`src/rtl/multicycle_control_pkg.sv`:
```
// Shared constants for the multi-cycle control FSM: opcode map, state encoding, opcode classes.
// Latency: none (declarations only).
// Backpressure: n/a.
package multicycle_control_pkg;

  localparam int PKG_OPCODE_W = 5;

  // Opcode map; 22..31 are undefined and trap as illegal
  localparam logic [4:0] OP_LW_1 = 5'd0;
  localparam logic [4:0] OP_LW_2 = 5'd1;
  localparam logic [4:0] OP_LW_3 = 5'd2;
  localparam logic [4:0] OP_SW_1 = 5'd3;
  localparam logic [4:0] OP_SW_2 = 5'd4;
  localparam logic [4:0] OP_MOV  = 5'd5;
  localparam logic [4:0] OP_ADD  = 5'd6;
  localparam logic [4:0] OP_SUB  = 5'd7;
  localparam logic [4:0] OP_MUL  = 5'd8;
  localparam logic [4:0] OP_DIV  = 5'd9;
  localparam logic [4:0] OP_AND  = 5'd10;
  localparam logic [4:0] OP_OR   = 5'd11;
  localparam logic [4:0] OP_NOT  = 5'd12;
  localparam logic [4:0] OP_SHL  = 5'd13;
  localparam logic [4:0] OP_SHR  = 5'd14;
  localparam logic [4:0] OP_CMP  = 5'd15;
  localparam logic [4:0] OP_JR   = 5'd16;
  localparam logic [4:0] OP_JPC  = 5'd17;
  localparam logic [4:0] OP_BRFL = 5'd18;
  localparam logic [4:0] OP_CALL = 5'd19;
  localparam logic [4:0] OP_RET  = 5'd20;
  localparam logic [4:0] OP_NOP  = 5'd21;

  // ALUOp presented while an undefined opcode is in DECODE
  localparam logic [4:0] ILLEGAL_ALUOP = 5'b11111;

  // Phase encoding, kept as plain constants so state_o stays a stable debug encoding
  localparam logic [2:0] ST_FETCH  = 3'd0;
  localparam logic [2:0] ST_DECODE = 3'd1;
  localparam logic [2:0] ST_EXEC   = 3'd2;
  localparam logic [2:0] ST_MEM    = 3'd3;
  localparam logic [2:0] ST_WB     = 3'd4;

  typedef enum logic [3:0] {
    CL_NOP, CL_LOAD, CL_STORE, CL_ALU, CL_CMP,
    CL_MULDIV, CL_JUMP, CL_COND, CL_CALL, CL_ILLEGAL
  } op_class_e;

endpackage

```
`src/rtl/multicycle_control_if.sv`:
```
// Control bundle between the instruction source / datapath and the multi-cycle control FSM.
// Latency: none (wires only).
// Backpressure: instr_ready/instr_valid handshake; mem_ready and alu_done stretch MEM/EXEC.
interface multicycle_control_if #(
  parameter int OPCODE_W = multicycle_control_pkg::PKG_OPCODE_W,
  parameter int ALUOP_W  = 5,
  parameter int CNT_W    = 16
);
  logic                instr_valid;
  logic [OPCODE_W-1:0] opcode;
  logic                instr_ready;
  logic                mem_ready;
  logic                alu_done;
  logic                flag_taken;
  logic                ir_write;
  logic                pc_write;
  logic                RegDst;
  logic                ALUSrc;
  logic                MemToReg;
  logic                RegWrite;
  logic                MemRead;
  logic                MemWrite;
  logic                Branch;
  logic [ALUOP_W-1:0]  ALUOp;
  logic                alu_start;
  logic                illegal;
  logic [CNT_W-1:0]    retired;
  logic [2:0]          state_o;

  // Controller side
  modport slave (
    input  instr_valid, opcode, mem_ready, alu_done, flag_taken,
    output instr_ready, ir_write, pc_write, RegDst, ALUSrc, MemToReg, RegWrite,
           MemRead, MemWrite, Branch, ALUOp, alu_start, illegal, retired, state_o
  );

  // Instruction source / datapath side
  modport master (
    output instr_valid, opcode, mem_ready, alu_done, flag_taken,
    input  instr_ready, ir_write, pc_write, RegDst, ALUSrc, MemToReg, RegWrite,
           MemRead, MemWrite, Branch, ALUOp, alu_start, illegal, retired, state_o
  );
endinterface

```
`src/rtl/multicycle_control_decode.sv`:
```
// Combinational opcode classifier feeding the control FSM.
// Latency: 0 cycles (pure combinational).
// Backpressure: none.
module multicycle_control_decode
  import multicycle_control_pkg::*;
#(
  parameter int OPCODE_W = PKG_OPCODE_W
) (
  input  logic [OPCODE_W-1:0] opcode,
  output op_class_e           op_class,
  output logic                is_load,
  output logic                is_store,
  output logic                is_muldiv,
  output logic                is_cond_branch,
  output logic                legal
);

  // Map every opcode onto its execution class; anything unlisted is illegal
  always_comb begin
    op_class = CL_ILLEGAL;
    case (opcode)
      OP_LW_1, OP_LW_2, OP_LW_3:                 op_class = CL_LOAD;
      OP_SW_1, OP_SW_2:                          op_class = CL_STORE;
      OP_MOV, OP_ADD, OP_SUB, OP_AND, OP_OR,
      OP_NOT, OP_SHL, OP_SHR:                    op_class = CL_ALU;
      OP_CMP:                                    op_class = CL_CMP;
      OP_MUL, OP_DIV:                            op_class = CL_MULDIV;
      OP_JR, OP_RET:                             op_class = CL_JUMP;
      OP_JPC, OP_BRFL:                           op_class = CL_COND;
      OP_CALL:                                   op_class = CL_CALL;
      OP_NOP:                                    op_class = CL_NOP;
      default:                                   op_class = CL_ILLEGAL;
    endcase
  end

  assign is_load        = (op_class == CL_LOAD);
  assign is_store       = (op_class == CL_STORE);
  assign is_muldiv      = (op_class == CL_MULDIV);
  assign is_cond_branch = (op_class == CL_COND);
  assign legal          = (op_class != CL_ILLEGAL);

endmodule

```
`src/rtl/multicycle_control.sv`:
```
// Phase-sequenced FETCH/DECODE/EXEC/MEM/WB control FSM driving datapath strobes per phase.
// Latency: NOP 2, branch 3, ALU/SW 4, LW 5 cycles plus any mem_ready / alu_done wait cycles.
// Backpressure: instr_ready only in FETCH; MEM holds until mem_ready, MUL/DIV EXEC until alu_done.
module multicycle_control
  import multicycle_control_pkg::*;
#(
  parameter int OPCODE_W = PKG_OPCODE_W,
  parameter int ALUOP_W  = 5,
  parameter int CNT_W    = 16
) (
  input  logic              clk,
  input  logic              rst_n,
  multicycle_control_if.slave bus
);

  logic [2:0]          state_q, state_d;
  logic [OPCODE_W-1:0] op_q;
  logic [CNT_W-1:0]    ret_q;
  logic                retire;

  op_class_e op_class;
  logic      is_load, is_store, is_muldiv, is_cond_branch, legal;

  logic               instr_ready, ir_write, pc_write, reg_dst, alu_src, mem_to_reg;
  logic               reg_write, mem_read, mem_write, branch, alu_start, illegal;
  logic [ALUOP_W-1:0] alu_op;
  logic [ALUOP_W-1:0] op_ext;

  // Classify the latched opcode, so decode is stable for the whole instruction
  multicycle_control_decode #(.OPCODE_W(OPCODE_W)) u_decode (
    .opcode         (op_q),
    .op_class       (op_class),
    .is_load        (is_load),
    .is_store       (is_store),
    .is_muldiv      (is_muldiv),
    .is_cond_branch (is_cond_branch),
    .legal          (legal)
  );

  assign op_ext = ALUOP_W'(op_q);

  // Next-state and per-phase control decode; every strobe defaults low
  always_comb begin
    state_d     = state_q;
    retire      = 1'b0;
    instr_ready = 1'b0;
    ir_write    = 1'b0;
    pc_write    = 1'b0;
    reg_dst     = 1'b0;
    alu_src     = 1'b0;
    mem_to_reg  = 1'b0;
    reg_write   = 1'b0;
    mem_read    = 1'b0;
    mem_write   = 1'b0;
    branch      = 1'b0;
    alu_start   = 1'b0;
    illegal     = 1'b0;
    alu_op      = '0;
    case (state_q)
      ST_FETCH: begin
        // reset forces the FSM here, so gating by rst_n keeps all outputs low in reset
        instr_ready = rst_n;
        if (bus.instr_valid && rst_n) begin
          ir_write = 1'b1;
          pc_write = 1'b1;
          state_d  = ST_DECODE;
        end
      end
      ST_DECODE: begin
        alu_op = op_ext;
        if (!legal) begin
          illegal = 1'b1;
          alu_op  = '1;
          state_d = ST_FETCH;
        end else if (op_class == CL_NOP) begin
          retire  = 1'b1;
          state_d = ST_FETCH;
        end else begin
          alu_start = is_muldiv;
          state_d   = ST_EXEC;
        end
      end
      ST_EXEC: begin
        alu_op = op_ext;
        if (is_load || is_store) begin
          // LW_2 / SW_2 take the address from a register, the others from the immediate
          alu_src = (op_q != OP_LW_2) && (op_q != OP_SW_2);
          state_d = ST_MEM;
        end else if (is_muldiv) begin
          if (bus.alu_done) state_d = ST_WB;
        end else if (is_cond_branch) begin
          branch   = 1'b1;
          pc_write = bus.flag_taken;
          retire   = 1'b1;
          state_d  = ST_FETCH;
        end else begin
          case (op_class)
            CL_ALU: begin
              reg_dst = 1'b1;
              state_d = ST_WB;
            end
            CL_CMP: begin
              retire  = 1'b1;
              state_d = ST_FETCH;
            end
            CL_JUMP: begin
              branch   = 1'b1;
              pc_write = 1'b1;
              retire   = 1'b1;
              state_d  = ST_FETCH;
            end
            CL_CALL: begin
              branch   = 1'b1;
              pc_write = 1'b1;
              state_d  = ST_WB;
            end
            default: state_d = ST_FETCH;
          endcase
        end
      end
      ST_MEM: begin
        mem_read  = is_load;
        mem_write = is_store;
        if (bus.mem_ready) begin
          state_d = is_load ? ST_WB : ST_FETCH;
          retire  = !is_load;
        end
      end
      ST_WB: begin
        reg_write  = 1'b1;
        mem_to_reg = is_load;
        reg_dst    = (op_class == CL_ALU) || is_muldiv;
        retire     = 1'b1;
        state_d    = ST_FETCH;
      end
      default: state_d = ST_FETCH;
    endcase
  end

  // Phase register; async reset aborts any instruction in flight
  always_ff @(posedge clk or negedge rst_n) begin
    if (!rst_n) state_q <= ST_FETCH;
    else        state_q <= state_d;
  end

  // Opcode latch, loaded only on an accepted fetch
  always_ff @(posedge clk or negedge rst_n) begin
    if (!rst_n)                                       op_q <= OPCODE_W'(OP_NOP);
    else if (state_q == ST_FETCH && bus.instr_valid)  op_q <= bus.opcode;
  end

  // Saturating retired-instruction counter
  always_ff @(posedge clk or negedge rst_n) begin
    if (!rst_n)                     ret_q <= '0;
    else if (retire && ret_q != '1) ret_q <= ret_q + 1'b1;
  end

  assign bus.instr_ready = instr_ready;
  assign bus.ir_write    = ir_write;
  assign bus.pc_write    = pc_write;
  assign bus.RegDst      = reg_dst;
  assign bus.ALUSrc      = alu_src;
  assign bus.MemToReg    = mem_to_reg;
  assign bus.RegWrite    = reg_write;
  assign bus.MemRead     = mem_read;
  assign bus.MemWrite    = mem_write;
  assign bus.Branch      = branch;
  assign bus.ALUOp       = alu_op;
  assign bus.alu_start   = alu_start;
  assign bus.illegal     = illegal;
  assign bus.retired     = ret_q;
  assign bus.state_o     = state_q;

endmodule
```
`src/flat_wrapper.sv`:
```
// flat-port wrapper written by rule: the top's interface ports become plain ports
module multicycle_control_flat import multicycle_control_pkg::*;
#(
  parameter int OPCODE_W = PKG_OPCODE_W,
  parameter int ALUOP_W  = 5,
  parameter int CNT_W    = 16
)
  (clk, rst_n, bus_instr_valid, bus_opcode, bus_mem_ready, bus_alu_done, bus_flag_taken, bus_instr_ready, bus_ir_write, bus_pc_write, bus_RegDst, bus_ALUSrc, bus_MemToReg, bus_RegWrite, bus_MemRead, bus_MemWrite, bus_Branch, bus_ALUOp, bus_alu_start, bus_illegal, bus_retired, bus_state_o);
  multicycle_control_if #(.OPCODE_W(OPCODE_W), .ALUOP_W(ALUOP_W), .CNT_W(CNT_W)) bus_i ();
  input  logic clk;
  input  logic rst_n;
  input wire logic [$bits(bus_i.instr_valid)-1:0] bus_instr_valid;
  input wire logic [$bits(bus_i.opcode)-1:0] bus_opcode;
  input wire logic [$bits(bus_i.mem_ready)-1:0] bus_mem_ready;
  input wire logic [$bits(bus_i.alu_done)-1:0] bus_alu_done;
  input wire logic [$bits(bus_i.flag_taken)-1:0] bus_flag_taken;
  output wire logic [$bits(bus_i.instr_ready)-1:0] bus_instr_ready;
  output wire logic [$bits(bus_i.ir_write)-1:0] bus_ir_write;
  output wire logic [$bits(bus_i.pc_write)-1:0] bus_pc_write;
  output wire logic [$bits(bus_i.RegDst)-1:0] bus_RegDst;
  output wire logic [$bits(bus_i.ALUSrc)-1:0] bus_ALUSrc;
  output wire logic [$bits(bus_i.MemToReg)-1:0] bus_MemToReg;
  output wire logic [$bits(bus_i.RegWrite)-1:0] bus_RegWrite;
  output wire logic [$bits(bus_i.MemRead)-1:0] bus_MemRead;
  output wire logic [$bits(bus_i.MemWrite)-1:0] bus_MemWrite;
  output wire logic [$bits(bus_i.Branch)-1:0] bus_Branch;
  output wire logic [$bits(bus_i.ALUOp)-1:0] bus_ALUOp;
  output wire logic [$bits(bus_i.alu_start)-1:0] bus_alu_start;
  output wire logic [$bits(bus_i.illegal)-1:0] bus_illegal;
  output wire logic [$bits(bus_i.retired)-1:0] bus_retired;
  output wire logic [$bits(bus_i.state_o)-1:0] bus_state_o;
  assign bus_i.instr_valid = bus_instr_valid;
  assign bus_i.opcode = bus_opcode;
  assign bus_i.mem_ready = bus_mem_ready;
  assign bus_i.alu_done = bus_alu_done;
  assign bus_i.flag_taken = bus_flag_taken;
  assign bus_instr_ready = bus_i.instr_ready;
  assign bus_ir_write = bus_i.ir_write;
  assign bus_pc_write = bus_i.pc_write;
  assign bus_RegDst = bus_i.RegDst;
  assign bus_ALUSrc = bus_i.ALUSrc;
  assign bus_MemToReg = bus_i.MemToReg;
  assign bus_RegWrite = bus_i.RegWrite;
  assign bus_MemRead = bus_i.MemRead;
  assign bus_MemWrite = bus_i.MemWrite;
  assign bus_Branch = bus_i.Branch;
  assign bus_ALUOp = bus_i.ALUOp;
  assign bus_alu_start = bus_i.alu_start;
  assign bus_illegal = bus_i.illegal;
  assign bus_retired = bus_i.retired;
  assign bus_state_o = bus_i.state_o;
  multicycle_control #(.OPCODE_W(OPCODE_W), .ALUOP_W(ALUOP_W), .CNT_W(CNT_W)) u_core (.clk(clk), .rst_n(rst_n), .bus(bus_i));
endmodule
```
`config.mk`:
```
export PLATFORM = sky130hd
export DESIGN_NAME = multicycle_control_flat
export DESIGN_NICKNAME = d
export VERILOG_FILES = /design/src/rtl/multicycle_control_pkg.sv /design/src/rtl/multicycle_control_if.sv /design/src/rtl/multicycle_control_decode.sv /design/src/rtl/multicycle_control.sv /design/src/flat_wrapper.sv
export SDC_FILE = /design/constraint.sdc
export NUM_CORES = 1
export LEC_CHECK = 0
export ABC_AREA = 1
export ABC_CLOCK_PERIOD_IN_PS = 6000
export CAP_MARGIN = 10
export CORE_UTILIZATION = 45
export CTS_CLUSTER_DIAMETER = 50
export CTS_CLUSTER_SIZE = 40
export DETAILED_ROUTE_END_ITERATION = 6
export PLACE_DENSITY_LB_ADDON = 0.05
export SKIP_CTS_REPAIR_TIMING = 1
export SLEW_MARGIN = 20
export SYNTH_ARGS = -nofsm -noshare
export SYNTH_HDL_FRONTEND = slang
export SYNTH_SLANG_ARGS = --single-unit
```
`constraint.sdc`:
```
create_clock -name clk -period 6 [get_ports clk]
set_input_delay 1.2 -clock clk [delete_from_list [all_inputs] [get_ports clk]]
set_output_delay 1.2 -clock clk [all_outputs]
set_load 0.01 [all_outputs]
```
### After elaboration in Yosys (flattened, before gate mapping)

Memory sizes are Yosys's and may differ from the RTL's.
Index checks and enable logic that the tools add are counted.

| cells by class | value |
|---|---|
| shift-type cells | 0 |
| bitwise logic cells | 0 |
| add/subtract/negate cells | 1 |
| reduce and logical (&&, ||, !) cells | 13 |
| eq/ne operators | 19 |
| order comparisons | 0 |
| mux-type cells | 49 |
| div/mod/pow operators | 0 |
| multipliers | 0 |

Operators by type and width:

| cell | number |
|---|---|
| two-way mux 1 bit | 33 |
| two-way mux 3 bit | 9 |
| adder 16 x 1 -> 16 bit, second input constant | 1 |
| equality test 4 x 3 -> 1 bit, second input constant | 4 |
| inequality test 16 bit, second input constant | 1 |
| one-hot mux 3 bit (4 select lines) | 1 |
| one-hot mux 5 bit (2 select lines) | 1 |
| equality test 4 x 2 -> 1 bit, second input constant | 2 |
| inequality test 4 bit, second input constant | 2 |
| equality test 3 x 2 -> 1 bit, second input constant | 2 |
| OR reduction 2 bit | 3 |
| two-way mux 5 bit | 1 |
| inequality test 5 x 1 -> 1 bit, second input constant | 1 |
| inequality test 5 x 3 -> 1 bit, second input constant | 1 |
| equality test 4 x 1 -> 1 bit, second input constant | 1 |
| equality test 4 bit, second input constant | 1 |
| logical AND 1 bit | 4 |
| zero test 4 bit | 1 |
| one-hot mux 1 bit (2 select lines) | 2 |
| one-hot mux 1 bit (4 select lines) | 1 |
| equality test 3 x 1 -> 1 bit, second input constant | 1 |
| equality test 3 bit, second input constant | 1 |
| zero test 3 bit | 1 |
| AND reduction 3 bit | 1 |
| other kinds (5) | 6 |

| word-level totals | value |
|---|---|
| register bits | 24 |
| memory bits (writable) | 0 |
| logic and storage cells | 86 |
| memories kept | 1 |
| ROM bits | 128 |
| input bits | 11 |
| output and inout port bits | 36 |
| latch bits | 0 |

Memories:

| memory | words | width | rd ports | clocked after Yosys merged registers in | write ports | RTL line | source |
|---|---|---|---|---|---|---|---|
| (name not given) | 32 | 4 | 1 | 0 | 0 | multicycle_control_decode.sv:21 | `case (opcode)` |

### Longest topological paths before layout

Gate-level depths: netlist (run 1).
An unclocked memory read counts as a cell.

| logic depth | value |
|---|---|
| word-level depth | 9 |
| gate-level depth with buffers | 16 |
| gate-level depth less buffers | 15 |

### Cells and area by module

Synthesis (run 1) repeated with hierarchy kept, for this count alone.

| unflattened totals | value |
|---|---|
| cells, all modules | 296 |
| area total of the unflattened synthesis | 2052.0 um2 |

By module, submodules not included:

| module | times used | area each (um2) | seq. area each (um2) | cells each |
|---|---|---|---|---|
| multicycle_control | 1 | 1739.2 | 604.3 | 247 |
| multicycle_control_decode | 1 | 312.8 | 0.0 | 49 |

### Worst setup path after synthesis (run 1)

Ideal clock, no wire load.

| path | value |
|---|---|
| kind | register -> output |
| start point | register u_core.op_q[0] (netlist: u_core.op_ext[0]) |
| end point | output port bus_pc_write |
| data required time | 4.800 ns |
| arrival | 1.679 ns |
| buffers on the path | 0 |
| stages on the path, launching flop included | 12 |
| slack | 3.121 ns |
| cells stage by stage | dfstp_2 inv_1 ha_1 inv_1 nand2_1 nand3_2 nand2_4 a21oi_2 nand2_1 nand2_1 nand2_1 o22ai_1 |

| on the way | value |
|---|---|
| longest elaborated chain between the ends | 8 |
| elaborated cells on any way between the ends | 14 |
| those cells by class | 6 x eq/ne; 5 x mux; 2 x reduce/logical; 1 x memory |

Ends and longest elaborated chain:

| item | RTL line | source |
|---|---|---|
| start: declaration | multicycle_control.sv:17 | `logic [OPCODE_W-1:0] op_q;` |
| start signal: assignment | multicycle_control.sv:148 | `if (!rst_n) op_q <= OPCODE_W'(OP_NOP);` |
| start signal: assignment | multicycle_control.sv:149 | `else if (state_q == ST_FETCH && bus.instr_valid) op_q <= bus.opcode;` |
| memory (32 x 4 bit) (*) | n/a |  |
| equality test 4 x 3 -> 1 bit or equality test 4 bit (tied branches) | multicycle_control.sv:97 | `case (op_class)` |
| OR reduction 2 bit (no line) | n/a |  |
| two-way mux 1 bit | multicycle_control.sv:97 |  |
| two-way mux 1 bit | multicycle_control.sv:91 | `end else if (is_cond_branch) begin` |
| two-way mux 1 bit | multicycle_control.sv:89 | `end else if (is_muldiv) begin` |
| two-way mux 1 bit (*) | multicycle_control.sv:85 | `if (is_load \|\| is_store) begin` |
| one-hot mux 1 bit (2 select lines) (*) | multicycle_control.sv:59 | `case (state_q)` |
| end: declaration | flat_wrapper.sv:19 | `output wire logic [$bits(bus_i.pc_write)-1:0] bus_pc_write;` |

Every way passes the cells marked *; elsewhere a longest branch is shown, timed or not.

### Final worst setup path (run 1)

| path | value |
|---|---|
| start point | input port rst_n |
| end point | output port bus_pc_write |

| on the way | value |
|---|---|
| longest elaborated chain between the ends | 3 |

Ends and longest elaborated chain:

| item | RTL line | source |
|---|---|---|
| start: declaration | flat_wrapper.sv:11 | `input logic rst_n;` |
| logical AND 1 bit | multicycle_control.sv:63 | `if (bus.instr_valid && rst_n) begin` |
| two-way mux 1 bit | multicycle_control.sv:63 |  |
| one-hot mux 1 bit (2 select lines) | multicycle_control.sv:59 |  |

No other way between the ends.

==> metrics.md, run 1 <==
| Metric | Value |
|---|---|
| WL per Instance | 12.0 um |
| GR Util met1 | 0.322 |
| Leak | 1.16 nW |
| Sum of negative setup slack | 0 ns |
| Syn_area_per_cell | 6.95 um^2 |
| Crit path time final | 4.11 ns |
| Worst slew margin | 0.622 |
| Number of top-level pins | 47 |
| CTS tree | built |
| Final WS setup | 1.89 ns |
| R2R Setup Slk | 3.80 ns |
| Post-synthesis adder-cell area fraction | 0.0336 |
| Final slew viol count | 0 |
| Post-synthesis mux area share | 0 |
| Min-Delay Path Class | flip-flop to flip-flop |
| R2r startpoint | u_core.op_ext[0] |
| Main area contributors after synthesis | dfrtp_1 (28%), nand2_1 (16%), nand3_1 (8.1%) |
| Number of remaining DRC errors | 0 |
| Top Usage Layer GRT | met2 |
| Mean number of vias per cell | 4.96 |
| RSZ-0062 raised after global routing | no |
| Sequential element share of the synthesized area | 0.325 |
| Warnings from Yosys | 0 |
| Synth area leader | dfrtp_1 |
| Worst-Skew Late Latency | 0.27 ns |
| Largest family of logic cells by synthesized area | simple AND/OR/NAND/NOR gates |
| First-pass GRT wire length | 7360 um |
| Post-Route WL | 4380 um |
| Gpl congestion | 0.901 |
| Critical path's top delay family | buffers and inverters |
| CP startpoint kind | input pin |
| Post-place setup slack | 1.88 ns |
| Yosys top cell area share | 0.282 |
| Die height | 66.3 um |
| Pre-antenna DRT Iters | 4 |
| Max Root-Sink Buffers | 2 |
| Post-synthesis async set-or-reset flop share | 1.00 |
| M2 GR Usage | 0.329 |
| Final Hold Viols | 0 |
| DRT antenna net count | 0 |
| Die width | 66.3 um |
| Design Area, Final | 2400 um^2 |
| Commonest cells after routing, fill and taps aside | nand2_1 (81), clkdlybuf4s50_1 (46), nand3_1 (30) |
| # clock sinks | 24 |
| Unique cell type count in the Yosys netlist | 27 |
| Inserted Diodes | 0 |
| Max frequency | 243 MHz |
| Req. time, crit path | 4.80 ns |
| Crit end category | output port |
| Crit. Startpoint | rst_n |
| Routed via count | 1809 |
| Mapped Area | 1860 um^2 |
| Initial DRC count | 127 |
| Post-synthesis cell count | 268 |
| Initial Util | 0.465 |
| DP Area | 2360 um^2 |
| Critical Path End | bus_pc_write |
| XOR/XNOR Fraction of Synth Area | 0.0659 |
| Crit path cell chain | clkdlybuf4s50_1 > buf_4 > nand2_1 > o22ai_1 > clkdlybuf4s50_1 |
| Worst EP arrival | 2.91 ns |
| # fillers | 404 |
| Post-Place Cells | 361 |
| Die area | 4400 um^2 |
| Depth of the worst register-to-register path | 14 |
| Top_reg_cell synth | dfrtp_1 |
| Number of stages on the worst setup path | 5 |
| GRT overflow | 0 |
| Commonest non-fill, non-tap cell in the layout | nand2_1 |
| Setup Skew | 0.0139 ns |
| Vias in the first global route | 1550 |
| Largest net degree at the start of global routing | 27 |
| Layout Nets | 332 |
| PortBufs | 46 |
| FF-to-FF End | u_core.bus.retired[6] |
| Worst Path Max Fanout | 26 |
| M3 GR Usage | 0.0362 |
| CTS root buf | clkbuf_8 |
| Run status | complete, no violations |
| Synth Register Bits | 24 |
| EDFF count, synth | 0 |
| Synthesized net count | 284 |
| Final setup vio count | 0 |
| Final period utilization | 0.685 |
| Overall Global Routing Usage | 0.217 |
| Clock transition at the registers of the reported paths | 0.09 ns |
| Crit path max-delay cell type | clkdlybuf4s50_1 |
| Kind of critical path | input pin to output port |
| Post-route insts no fill | 365 |
| Layout cells sized above 1 | 0.105 |
| Worst-margin pin slew | 0.562 ns |
| Rows | 23 |
| Peak supply drop | 0.258 mV |
| Initial antenna violation count | 0 |
| Post-Synth Simple-Gate Area | 0.421 |
| MaxCap Viol Count | 0 |
| Core area | 4000 um^2 |
| Buf+Inv Stages, Crit Path | 3 |
| P&R area growth vs syn | 29.1% |
| Total CTS buffers | 3 |
| Crit-path most repeated cell | clkdlybuf4s50_1 |
| Power per Cell Area | 407 nW/um^2 |
| Compound-Gate Fraction of Synth Area | 0.0699 |
| Power, Total | 0.000978 W |
| H-tree levels | 1 |
| DP HPWL | 3370 um |
| Max stage delay on crit path | 0.56 ns |
==> stage by stage <==
stage	hold WS, ns	util
floorplan	0.507	-
global placement	0.512	0.590
detailed placement	0.513	0.590
CTS	0.535	0.601
global route	0.561	0.601
finish	0.532	0.601
==> routing by layer <==
| metal | vias up | part of all wire |
|---|---|---|
| met3 | 5 | 0.041 |
| li1 | 949 | - |
| met4 | 0 | 0.0078 |
| met5 | - | 0 |
| met2 | 47 | 0.44 |
| met1 | 808 | 0.51 |
==> cells in the mapped netlist (2+ instances only) <==
master   instances
nand3_1         30
nand3_2          6
dfrtp_1         21
a21oi_2          2
a21oi_1         14
nor2_1          29
inv_1           28
dfstp_2          3
nor3_1           6
xor2_1           9
xnor2_1          5
ha_1             5
inv_2            5
nand3_4          2
nand2_4          3
nand2_1         81
o21ai_0          4
buf_6            2
nand2_2          5
==> cells by family after synthesis <==
group                      after synthesis
buffers and inverters                   37
and+or+nand+nor                        166
DFF                                     24
xor gates and xnor gates                14
adders and majority gates                5
AOI/OAI and AO/OA                       22
==> cell type report <==
cell class / instances / area [um^2] / area share
Tap cell: 50 / 62.6 / 0.0260
Timing Repair Buffer: 47 / 468 / 0.195
Sequential cell: 24 / 604 / 0.251
Multi-Input combinational cell: 207 / 1100 / 0.458
Clock buffer: 4 / 45.0 / 0.0187
Inverter: 33 / 124 / 0.0515
==> registers in the layout (all words and copies together) (netlist names) <==
signal              flops
u_core.bus.retired     16
u_core.bus.state_o      3
u_core.op_ext           5
==> power breakdown <==
part           switching, W  total [W]  leakage [nW]  internal [W]
registers         0.0000525   0.000257         0.312      0.000204
clock network     0.0000515  0.0000989        0.0228     0.0000475
logic              0.000376   0.000623         0.823      0.000246
==> worst min-delay path, cell delays in order, from the launching register on <==
cell	delay, ns
dfrtp_1	0.39
nand2_1	0.06
nand2_1	0.05
==> worst min path at each step <==
stage                               start               endpoint  cells after the start
floorplan                u_core.op_ext[0]       u_core.op_ext[0]                      2
global placement    u_core.bus.retired[8]  u_core.bus.retired[8]                      2
detailed placement  u_core.bus.retired[7]  u_core.bus.retired[7]                      2
CTS                 u_core.bus.retired[7]  u_core.bus.retired[7]                      2
global route        u_core.bus.retired[7]  u_core.bus.retired[7]                      2
finish              u_core.bus.retired[7]  u_core.bus.retired[7]                      2
Note: power is estimated with default switching activity, not from simulation.
==> run 2, diff against run 1 <==
ABC_CLOCK_PERIOD_IN_PS = 3560   (was 6000)
clock period = 3.56 ns   (was 6 ns; I/O delays follow)
==> metrics.md, run 2 (synthesis results as in run 1) <==
| Metric | Value |
|---|---|
| Run status | complete, no violations |
| Power per Cell Area | 708 nW/um^2 |
| Max Root-Sink Buffers | 2 |
| Initial DRC count | 118 |
| Crit. Startpoint | u_core.op_ext[0] |
| Inserted Diodes | 0 |
| Buf+Inv Stages, Crit Path | 3 |
| H-tree levels | 1 |
| # fillers | 384 |
| Sequential share of power | 0.250 |
| Crit path cell chain | inv_1 > ha_1 > inv_1 > nand2_1 > nand3_2 > nand2_4 > a21oi_2 > nand2_1 > nand2_1 > nand2_1 > o22ai_1 > clkdlybuf4s50_1 |
| RSZ-0062 raised after global routing | no |
| Max frequency | 306 MHz |
| R2r startpoint | u_core.op_ext[0] |
| Crit end category | output port |
| Critical Path End | bus_pc_write |
| CP startpoint kind | flip-flop |
| Req. time, crit path | 2.85 ns |
| Critical path's top delay family | buffers and inverters |
| Finished Core Util | 0.607 |
| Kind of critical path | flip-flop to output port |
| DP HPWL | 3300 um |
| MaxCap Viol Count | 0 |
| Largest net degree at the start of global routing | 25 |
| Sum of negative setup slack | 0 ns |
| CTS tree | built |
| Die width | 66.3 um |
| Final slew viol count | 0 |
| Switch share | 0.471 |
| Rows | 23 |
| Vias in the first global route | 1619 |
| Total CTS buffers | 3 |
| Pre-antenna DRT Iters | 6 |
| Depth of the worst register-to-register path | 12 |
| Crit path max-delay cell type | dfstp_2 |
| Worst-Skew Late Latency | 0.27 ns |
| GRT overflow | 0 |
| Worst-margin pin slew | 0.605 ns |
| Commonest non-fill, non-tap cell in the layout | nand2_1 |
| Final Hold Viols | 0 |
| Gpl congestion | 0.886 |
| Die height | 66.3 um |
| Commonest cells after routing, fill and taps aside | nand2_1 (81), clkdlybuf4s50_1 (46), nand3_1 (30) |
| Int Pwr | 0.000909 W |
| Mean number of vias per cell | 4.92 |
| # clock sinks | 24 |
| CTS root buf | clkbuf_8 |
| Post-Place Cells | 361 |
| P&R area growth vs syn | 30.5% |
| Number of remaining DRC errors | 0 |
| Uppermost layer routed | met4 |
| Post-route insts no fill | 365 |
| Sw Pwr | 0.000811 W |
| PortBufs | 46 |
| Routed via count | 1796 |
| Number of stages on the worst setup path | 12 |
| Number of top-level pins | 47 |
| Crit path time final | 3.27 ns |
| FF-to-FF End | u_core.bus.retired[0] |
| Worst EP arrival | 2.56 ns |
| Max reg flops | 16 |
| Min-Delay Path Class | flip-flop to flip-flop |
| Post-Route WL | 4280 um |
| Die area | 4400 um^2 |
| First-pass GRT wire length | 7310 um |
| Post-place setup slack | 0.587 ns |
| Final period utilization | 0.918 |
| R2R Setup Slk | 1.41 ns |
| Worst slew margin | 0.594 |
| Initial Util | 0.465 |
| Final WS setup | 0.290 ns |
| Sequential standard cell area | 604 um^2 |
| DRT antenna net count | 0 |
| WL met1 | 2190 um |
| Overall Global Routing Usage | 0.214 |
| Clock transition at the registers of the reported paths | 0.09 ns |
| Leak | 1.17 nW |
| Peak supply drop | 0.442 mV |
| Initial antenna violation count | 0 |
| Max stage delay on crit path | 0.56 ns |
| Met2 wire length | 1850 um |
| Final setup vio count | 0 |
| WL per Instance | 11.7 um |
| Layout Nets | 332 |
| Layout cells sized above 1 | 0.108 |
| Area of the multi-input gates | 1100 um^2 |
| Met3 WL post-DR | 212 um |
| Clock power frac | 0.141 |
| Setup Skew | 0.00633 ns |
| Worst Path Max Fanout | 4 |
| Core area | 4000 um^2 |
| Crit-path most repeated cell | nand2_1 |
| Combinational power share | 0.609 |
==> run 2: changes by cell type in the layout (fill, tap and decap cells not counted) <==
| cell | change |
|---|---|
| bufinv_16 | +1 |
| clkbuf_1 | -1 |
==> run 2: how the worst min path moves through the flow <==
stage / from / to / slack (ns) / cells past startpoint
after CTS: u_core.bus.retired[8] / u_core.bus.retired[8] / 0.54 / 2
after floorplan: rst_n / u_core.bus.retired[0] / 0.42 / 0
after global routing: u_core.bus.retired[7] / u_core.bus.retired[7] / 0.57 / 2
final: u_core.bus.retired[8] / u_core.bus.retired[8] / 0.54 / 2
after global placement: u_core.bus.retired[8] / u_core.bus.retired[8] / 0.52 / 2
after detailed placement: u_core.bus.retired[8] / u_core.bus.retired[8] / 0.52 / 2
==> run 2: through the flow <==
stage	hold WS [ns]	total power, W	cell area, um^2
floorplan	0.416	0.00116	1860
global placement	0.517	0.00148	2360
detailed placement	0.519	0.00148	2360
CTS	0.541	0.00173	2430
global route	0.570	0.00187	2430
finish	0.538	0.00172	2430
==> run 2: area by class of cell <==
| cell class | count | area share |
|---|---|---|
| clock inverters | 1 | 0.0124 |
| multi-input cells | 207 | 0.453 |
| repair buffers | 47 | 0.193 |
| inverters | 33 | 0.0510 |
| well taps | 50 | 0.0257 |
| flip-flops and latches | 24 | 0.249 |
| clock buffers | 3 | 0.0170 |
==> run 2: worst min-delay path: stages (launching register included) <==
cell and delay (ns):
dfrtp_1 0.40, nand2_1 0.07, nand2_1 0.05
==> run 2: layer usage <==
| layer | GRT usage | up-vias |
|---|---|---|
| li1 | - | 945 |
| met1 | 0.320 | 802 |
| met2 | 0.328 | 47 |
| met3 | 0.0328 | 2 |
| met4 | 0.0319 | 0 |
| met5 | 0 | - |
==> run 2: power groups by stage <==
| stage | sequential [W] | clock (W) | combinational [W] |
|---|---|---|---|
| after floorplan | 0.000425 | 0 | 0.000736 |
| final | 0.000430 | 0.000243 | 0.00105 |
| after global placement | 0.000435 | 0 | 0.00105 |
| after CTS | 0.000431 | 0.000246 | 0.00105 |
| after detailed placement | 0.000436 | 0 | 0.00105 |
| after global routing | 0.000444 | 0.000260 | 0.00117 |
